### config.mk
export PLATFORM = sky130hd
export DESIGN_NAME = bsg_wormhole_packet_parser_multi_flat
export DESIGN_NICKNAME = d
export VERILOG_FILES = /design/src/rtl/bsg_wormhole_packet_parser_multi_pkg.sv /design/src/rtl/bsg_wormhole_packet_parser_multi_if.sv /design/src/rtl/bsg_wormhole_packet_parser_multi_counter_set_down.sv /design/src/rtl/bsg_wormhole_packet_parser_multi.sv /design/src/flat_wrapper.sv
export SDC_FILE = /design/constraint.sdc
export NUM_CORES = 1
export LEC_CHECK = 0
export CORE_AREA = 3 3 40 42
export CTS_BUF_LIST = sky130_fd_sc_hd__clkbuf_4
export DETAILED_ROUTE_END_ITERATION = 7
export DIE_AREA = 0 0 43 45
export DONT_BUFFER_PORTS = 1
export PLACE_DENSITY = 0.71
export SLEW_MARGIN = 20
export SYNTH_ARGS = -nofsm -noshare
export SYNTH_HDL_FRONTEND = slang
export SYNTH_SLANG_ARGS = --single-unit
### constraint.sdc
create_clock -name clk_i -period 1.45 [get_ports clk_i]
set_input_delay 0.29 -clock clk_i [delete_from_list [all_inputs] [get_ports clk_i]]
set_output_delay 0.29 -clock clk_i [all_outputs]
set_load 0.02 [all_outputs]
### src/rtl/bsg_wormhole_packet_parser_multi_pkg.sv
// bsg_wormhole_packet_parser_multi_pkg: shared state encoding for the wormhole packet parser
package bsg_wormhole_packet_parser_multi_pkg;

    typedef enum logic {
        e_idle,
        e_body
    } parser_state_e;

endpackage

### src/rtl/bsg_wormhole_packet_parser_multi_if.sv
// bsg_wormhole_packet_parser_multi_if: fifo head-flit signals and parser classification outputs
interface bsg_wormhole_packet_parser_multi_if #(
    parameter int payload_len_bits_p = 4
);
    logic                          fifo_v_i;
    logic [payload_len_bits_p-1:0] fifo_payload_len_i;
    logic                          fifo_yumi_i;
    logic                          expecting_header_r_o;
    logic                          first_flit_o;
    logic                          hdr_flit_o;
    logic                          last_flit_o;
    logic [payload_len_bits_p-1:0] flit_idx_o;
    logic                          len_error_o;

    modport master (
        output fifo_v_i, fifo_payload_len_i, fifo_yumi_i,
        input  expecting_header_r_o, first_flit_o, hdr_flit_o, last_flit_o, flit_idx_o, len_error_o
    );

    modport slave (
        input  fifo_v_i, fifo_payload_len_i, fifo_yumi_i,
        output expecting_header_r_o, first_flit_o, hdr_flit_o, last_flit_o, flit_idx_o, len_error_o
    );
endinterface

### src/rtl/bsg_wormhole_packet_parser_multi_counter_set_down.sv
// bsg_wormhole_packet_parser_multi_counter_set_down: loadable down-counter for flits remaining in a packet
module bsg_wormhole_packet_parser_multi_counter_set_down #(
    parameter int width_p = 4
) (
    input  logic               clk,
    input  logic               rst,
    input  logic               set,
    input  logic [width_p-1:0] val,
    input  logic               down,
    output logic [width_p-1:0] count
);
    // load has priority over decrement; the parser never asserts both
    always_ff @(posedge clk) begin
        if (rst) count <= '0;
        else if (set) count <= val;
        else if (down) count <= count - width_p'(1);
    end
endmodule

### src/rtl/bsg_wormhole_packet_parser_multi.sv
// bsg_wormhole_packet_parser_multi: classifies the fifo head flit as first/header/data/last within a wormhole packet
module bsg_wormhole_packet_parser_multi
    import bsg_wormhole_packet_parser_multi_pkg::*;
#(
    parameter int payload_len_bits_p = 4,
    parameter int hdr_flits_p        = 1
) (
    input logic clk_i,
    input logic reset_i,
    bsg_wormhole_packet_parser_multi_if.slave bus
);
    localparam int lw = payload_len_bits_p;
    localparam logic [lw-1:0] min_len = lw'(hdr_flits_p - 1);
    localparam logic [lw:0] hdr_flits = (lw+1)'(hdr_flits_p);

    parser_state_e state_r, state_n;
    logic [lw-1:0] idx_r, remaining;
    logic          len_error_r;

    // a yumi without a valid flit is ignored so it can never corrupt the state
    wire deq      = bus.fifo_yumi_i & bus.fifo_v_i;
    wire idle     = state_r == e_idle;
    wire len_zero = bus.fifo_payload_len_i == '0;
    wire rem_one  = remaining == lw'(1);
    wire idle_deq = idle & deq;
    wire body_deq = !idle & deq;

    bsg_wormhole_packet_parser_multi_counter_set_down #(.width_p(lw)) remaining_cnt (
        .clk   (clk_i),
        .rst   (reset_i),
        .set   (idle_deq),
        .val   (bus.fifo_payload_len_i),
        .down  (body_deq),
        .count (remaining)
    );

    // state, flit index and the one-cycle length-error pulse
    always_ff @(posedge clk_i) begin
        if (reset_i) begin
            state_r     <= e_idle;
            idx_r       <= '0;
            len_error_r <= 1'b0;
        end else begin
            state_r     <= state_n;
            len_error_r <= idle_deq & (bus.fifo_payload_len_i < min_len);
            if (idle_deq) idx_r <= len_zero ? '0 : lw'(1);
            else if (body_deq) idx_r <= rem_one ? '0 : idx_r + lw'(1);
        end
    end

    // leave idle on a multi-flit first flit, return after the last body flit
    always_comb begin
        state_n = state_r;
        if (idle_deq && !len_zero) state_n = e_body;
        if (body_deq && rem_one) state_n = e_idle;
    end

    // zero-latency classification of the head flit
    always_comb begin
        bus.expecting_header_r_o = idle;
        bus.first_flit_o         = bus.fifo_v_i & idle;
        bus.flit_idx_o           = idle ? '0 : idx_r;
        bus.last_flit_o          = bus.fifo_v_i & (idle ? len_zero : rem_one);
        bus.hdr_flit_o           = bus.fifo_v_i & (idle | ({1'b0, idx_r} < hdr_flits));
        bus.len_error_o          = len_error_r;
    end

    yumi_needs_valid: assert property (@(posedge clk_i) disable iff (reset_i) bus.fifo_yumi_i |-> bus.fifo_v_i);
endmodule
### src/flat_wrapper.sv
// flat-port wrapper written by rule: the top's interface ports become plain ports
module bsg_wormhole_packet_parser_multi_flat import bsg_wormhole_packet_parser_multi_pkg::*;
#(
    parameter int payload_len_bits_p = 4,
    parameter int hdr_flits_p        = 1
)
  (clk_i, reset_i, bus_fifo_v_i, bus_fifo_payload_len_i, bus_fifo_yumi_i, bus_expecting_header_r_o, bus_first_flit_o, bus_hdr_flit_o, bus_last_flit_o, bus_flit_idx_o, bus_len_error_o);
  bsg_wormhole_packet_parser_multi_if #(.payload_len_bits_p(payload_len_bits_p)) bus_i ();
  input logic clk_i;
  input logic reset_i;
  input wire logic [$bits(bus_i.fifo_v_i)-1:0] bus_fifo_v_i;
  input wire logic [$bits(bus_i.fifo_payload_len_i)-1:0] bus_fifo_payload_len_i;
  input wire logic [$bits(bus_i.fifo_yumi_i)-1:0] bus_fifo_yumi_i;
  output wire logic [$bits(bus_i.expecting_header_r_o)-1:0] bus_expecting_header_r_o;
  output wire logic [$bits(bus_i.first_flit_o)-1:0] bus_first_flit_o;
  output wire logic [$bits(bus_i.hdr_flit_o)-1:0] bus_hdr_flit_o;
  output wire logic [$bits(bus_i.last_flit_o)-1:0] bus_last_flit_o;
  output wire logic [$bits(bus_i.flit_idx_o)-1:0] bus_flit_idx_o;
  output wire logic [$bits(bus_i.len_error_o)-1:0] bus_len_error_o;
  assign bus_i.fifo_v_i = bus_fifo_v_i;
  assign bus_i.fifo_payload_len_i = bus_fifo_payload_len_i;
  assign bus_i.fifo_yumi_i = bus_fifo_yumi_i;
  assign bus_expecting_header_r_o = bus_i.expecting_header_r_o;
  assign bus_first_flit_o = bus_i.first_flit_o;
  assign bus_hdr_flit_o = bus_i.hdr_flit_o;
  assign bus_last_flit_o = bus_i.last_flit_o;
  assign bus_flit_idx_o = bus_i.flit_idx_o;
  assign bus_len_error_o = bus_i.len_error_o;
  bsg_wormhole_packet_parser_multi #(.payload_len_bits_p(payload_len_bits_p), .hdr_flits_p(hdr_flits_p)) u_core (.clk_i(clk_i), .reset_i(reset_i), .bus(bus_i));
endmodule
-- Yosys cells after proc, flatten, opt, wreduce, memory -nomap -nowiden
Index checks and enable logic that the tools add are counted.
- input bits: 8
- memories kept: 0
- bits in writable memories: 0
- flip-flop bits (word level): 10
- output and inout port bits: 9
- logic and storage cells: 32
- bits in read-only memories: 0
- latch bits: 0
- bitwise operators: 9
- multiply operators: 0
- $lt $le $gt $ge: 2
- $add $sub $neg: 2
- reduce and logical (&&, ||, !) cells: 6
- equal/unequal tests: 1
- div/mod/pow operators: 0
- mux-type cells: 8
- shifts and indexed selects: 0
- operators by type and width (operator ; count):
    $mux W4 ; 6
    $lt A4 B1 Y1 const B ; 2
    $and A1 B1 Y1 ; 7
    $add A4 B1 Y4 const B ; 1
    $eq A4 B1 Y1 const B ; 1
    $logic_not A4 Y1 ; 1
    $sub A4 B1 Y4 const B ; 1
    $logic_and A1 B1 Y1 ; 2
    $mux W1 ; 2
    $reduce_bool A2 Y1 ; 1
    $reduce_or A2 Y1 ; 1
    $logic_not A1 Y1 ; 1
    $not A1 Y1 ; 1
    $or A1 B1 Y1 ; 1

-- Logic depth before layout (Yosys ltp)
- depth after elaboration: 4
- gate-level depth with buffers: 6
- mapped depth without buffers: 5

-- Modules after synthesis
From an unflattened synthesis, not the netlist that was laid out.
- cells, all modules: 77
- area, all modules: 608.1 µm²
- modules (own cells, without submodules) (module ; sequential area each (µm²) ; instances ; cells each ; area each (µm²)):
    bsg_wormhole_packet_parser_multi ; 100.1 ; 1 ; 52 ; 381.6
    bsg_wormhole_packet_parser_multi_counter_set_down ; 80.1 ; 1 ; 25 ; 226.5

-- Least setup slack after synthesis
OpenSTA, ideal clock, no wires.
- path kind: flip-flop to output port
- from: reg u_core.remaining_cnt.count[1]
- to: out bus_last_flit_o
- arrival: 1276 ps
- slack: -116 ps
- buffers on the path: 1
- required time: 1160 ps
- stages on the path, launching flop included: 7
- cells stage by stage: dfxtp_1 -> inv_1 -> ha_1 -> or3b_1 -> buf_2 -> nand2_1 -> and3_1
- longest elaborated chain between the ends: 3
- RTL lines (what ; RTL line ; source):
    start: declaration ; bsg_wormhole_packet_parser_multi_counter_set_down.sv:10 ; output logic [width_p-1:0] count
    start signal: assignment ; bsg_wormhole_packet_parser_multi_counter_set_down.sv:15 ; else if (set) count <= val;
    start signal: assignment ; bsg_wormhole_packet_parser_multi_counter_set_down.sv:16 ; else if (down) count <= count - width_p'(1);
    $eq A4 B1 Y1 ; bsg_wormhole_packet_parser_multi.sv:24 ; wire rem_one = remaining == lw'(1);
    $mux W1 ; bsg_wormhole_packet_parser_multi.sv:63 ; bus.last_flit_o = bus.fifo_v_i & (idle ? len_zero : rem_one);
    $and A1 B1 Y1 ; bsg_wormhole_packet_parser_multi.sv:63 ;
    end: declaration ; flat_wrapper.sv:17 ; output wire logic [$bits(bus_i.last_flit_o)-1:0] bus_last_flit_o;
No other way between the ends.

-- Worst setup path after layout
Same ends and word-level chain as after synthesis.

==> metrics <==
Syn Nets=92; first-pass GRT wire length=2570 um; sequential-to-total area share from yosys stat=29.6%; Reg clk slew, reported paths=0.06 ns; met2 WL=863 um; Worst setup SP type=register; Cell variety after synth=30; Reg2Reg Launch Point=u_core.remaining_cnt.count[1]; pwr/cell area=827 nW/um2; area delta synth->final=23.4%; number of global-route vias before repair=572; CP max stage delay=0.38 ns; antenna diode count=0; post-detail-place hpwl=1090 um; highest-count cells in the layout ignoring fill and taps=13 x buf_4, 7 x nand2_1, 5 x nor2b_1, 5 x a21oi_1, 5 x dfxtp_1; Clock Latency Late Sink=0.26 ns; die area=1940 um2; hold path cells=1; Initial Utilization=47.4%; met3 WL post-DR=142 um; Yosys reg bits=9; Synth Instances=80; HP Class=in -> reg; pin count of the biggest net entering global routing=17; status=finished, violations left; DRT met1 WL=711 um; post-route ant nets=0; element type at the critical path end=output port; pins over their slew limit=0; final setup violation count=2; final hold slack=0.0823 ns; Placer Congestion=0.918; worst ir drop on vdd=432 uV; wire length per cell=16.2 um; I/O pins=17; Worst EP required=1.16 ns; terminus of the critical flop-to-flop path=u_core.state_r; Worst Hold Launch=reset_i; cell at the slowest stage of the critical path=or3b_4; reg2reg path depth=6; worst setup path class=reg -> out; vias post-DR=635; port bufs=0; leakage power=0.294 nW; total power=0.622 mW; placement row count=13; TritonRoute pass-1 iters=4; layout cells sized above 1=33.0%; cts bufs inserted=3; worst-case hold path end point=u_core.idx_r[1]; Fmax=575 MHz; Max Buffers Root-to-Sink=2; DRC viols=0; final hold viol count=0; setup slack after layout=-0.289 ns; overall routing resource usage=17.4%; Total Routed Length=1720 um; Clock Sinks=9; die width=43 um; antenna violations before repair=0; 1st-iter DRT viols=19; Setup crit start=u_core.remaining_cnt.count[1]; failing checks=setup timing; grt ovf=0; max-cap violations=0; Fin Setup TNS=-0.323 ns; worst path cell trace=inv_2, ha_4, or3b_4, nand2_2, and3_4; placed cell area=669 um2; H-tree depth=1; post-layout instance area=752 um2; Die Y=45 um; Synth Cell Area=609 um2; max layer used=met3; reg2reg setup slack=0.06 ns; Tmin final=1.74 ns; syn avg cell area=7.62 um2; most common cell after layout, fill and taps aside=buf_4; core box area=1280 um2; synth warn=0; critical path arrival=1.45 ns; Final period util=120%; Final nets=104; hold_buf cts=0; unrepaired setup endpoints after global routing=yes; crit-path max FO=2; CTS tree=yes; clock root cell=clkbuf_4; vias per cell=5.99; clk_skew=0.000421 ns
==> registers in the layout, summed over array words and instances, names as in the netlist <==
register / cells
u_core.state_r: 1
u_core.remaining_cnt.count: 4
u_core.idx_r: 4
==> final cells by class <==
cell class,instances,area (um2)
fill,110,533
multi-input combinational,60,402
tap,15,18.8
sequential,9,185
clock buffer,4,30.0
timing repair buffer,13,97.6
inverter,5,18.8
==> worst max-delay path by stage <==
stage,end,depth (start not counted)
after floorplan,bus_last_flit_o,6
after global placement,bus_last_flit_o,3
after detailed placement,bus_last_flit_o,5
after CTS,bus_last_flit_o,5
after global routing,bus_last_flit_o,5
final,bus_last_flit_o,5
==> cell usage after synthesis <==
cell / n / area [um2]
nor2b_1: 5 / 31.3
a31oi_1: 4 / 25.0
nand2_2: 1 / 6.26
buf_2: 4 / 20.0
nand4_1: 4 / 25.0
o21ai_1: 1 / 5.00
nand2_1: 8 / 30.0
and3b_1: 1 / 8.76
nand3b_1: 1 / 7.51
inv_2: 1 / 3.75
a311oi_1: 1 / 8.76
ha_1: 4 / 50.1
a21boi_0: 2 / 15.0
nand3_1: 3 / 15.0
nor2_1: 4 / 15.0
o21ai_0: 3 / 15.0
or4_4: 1 / 11.3
or3b_1: 1 / 8.76
a21oi_1: 5 / 25.0
dfxtp_1: 9 / 180
buf_4: 1 / 7.51
o211ai_1: 2 / 15.0
nand4b_1: 2 / 17.5
nor3_1: 1 / 5.00
conb_1: 1 / 3.75
and2_1: 3 / 18.8
inv_1: 4 / 15.0
and3_1: 1 / 6.26
buf_1: 1 / 3.75
and4b_1: 1 / 10.0
==> per-layer routing <==
layer / global-route usage [%] / vias up
met4: 3.61 / 0
met3: 6.37 / 0
met2: 29.9 / 26
met5: 0 / -
met1: 20.9 / 306
li1: - / 303
==> critical path: cells and delay by family (launching register included) <==
| family | cells | cell delay (ns) |
|---|---|---|
| and+or+nand+nor | 3 | 0.65 |
| DFF | 1 | 0.33 |
| adders and majority gates | 1 | 0.13 |
| buffers and inverters | 1 | 0.08 |
==> power breakdown <==
group	switching (mW)	internal [mW]	total, mW
registers	0.0128	0.259	0.272
clock network	0.0933	0.125	0.218
logic	0.0733	0.0580	0.131
==> through the flow <==
step                      std cells  util, %  setup slack (ns)
after floorplan                  80        -           -0.0607
after global placement           98     52.1            0.0326
after detailed placement         98     52.1            0.0160
after CTS                       104     55.8            -0.253
after global routing            106     58.5            -0.329
final                           106     58.5            -0.289
==> cells by family (layout without fill, tap and decap cells) <==
| logic type | Yosys count | after routing | share of synthesized area (%) |
|---|---|---|---|
| AND/OR/NAND/NOR | 37 | 37 | 35.5 |
| AO/OA/AOI/OAI | 18 | 18 | 17.9 |
| buffers and inverters | 11 | 22 | 8.21 |
| flip-flops | 9 | 9 | 29.6 |
| adder cells (fa/ha/maj) | 4 | 4 | 8.21 |
| other | 1 | 1 | 0.615 |
==> repair_timing <==
action	in CTS	in global routing
setup endpoints to repair	2	4
endpoints found under the hold margin	0	0
pin swaps	1	2
gates resized for setup	4	7
setup buffers	2	2
Note: power is estimated with default switching activity, not from simulation.
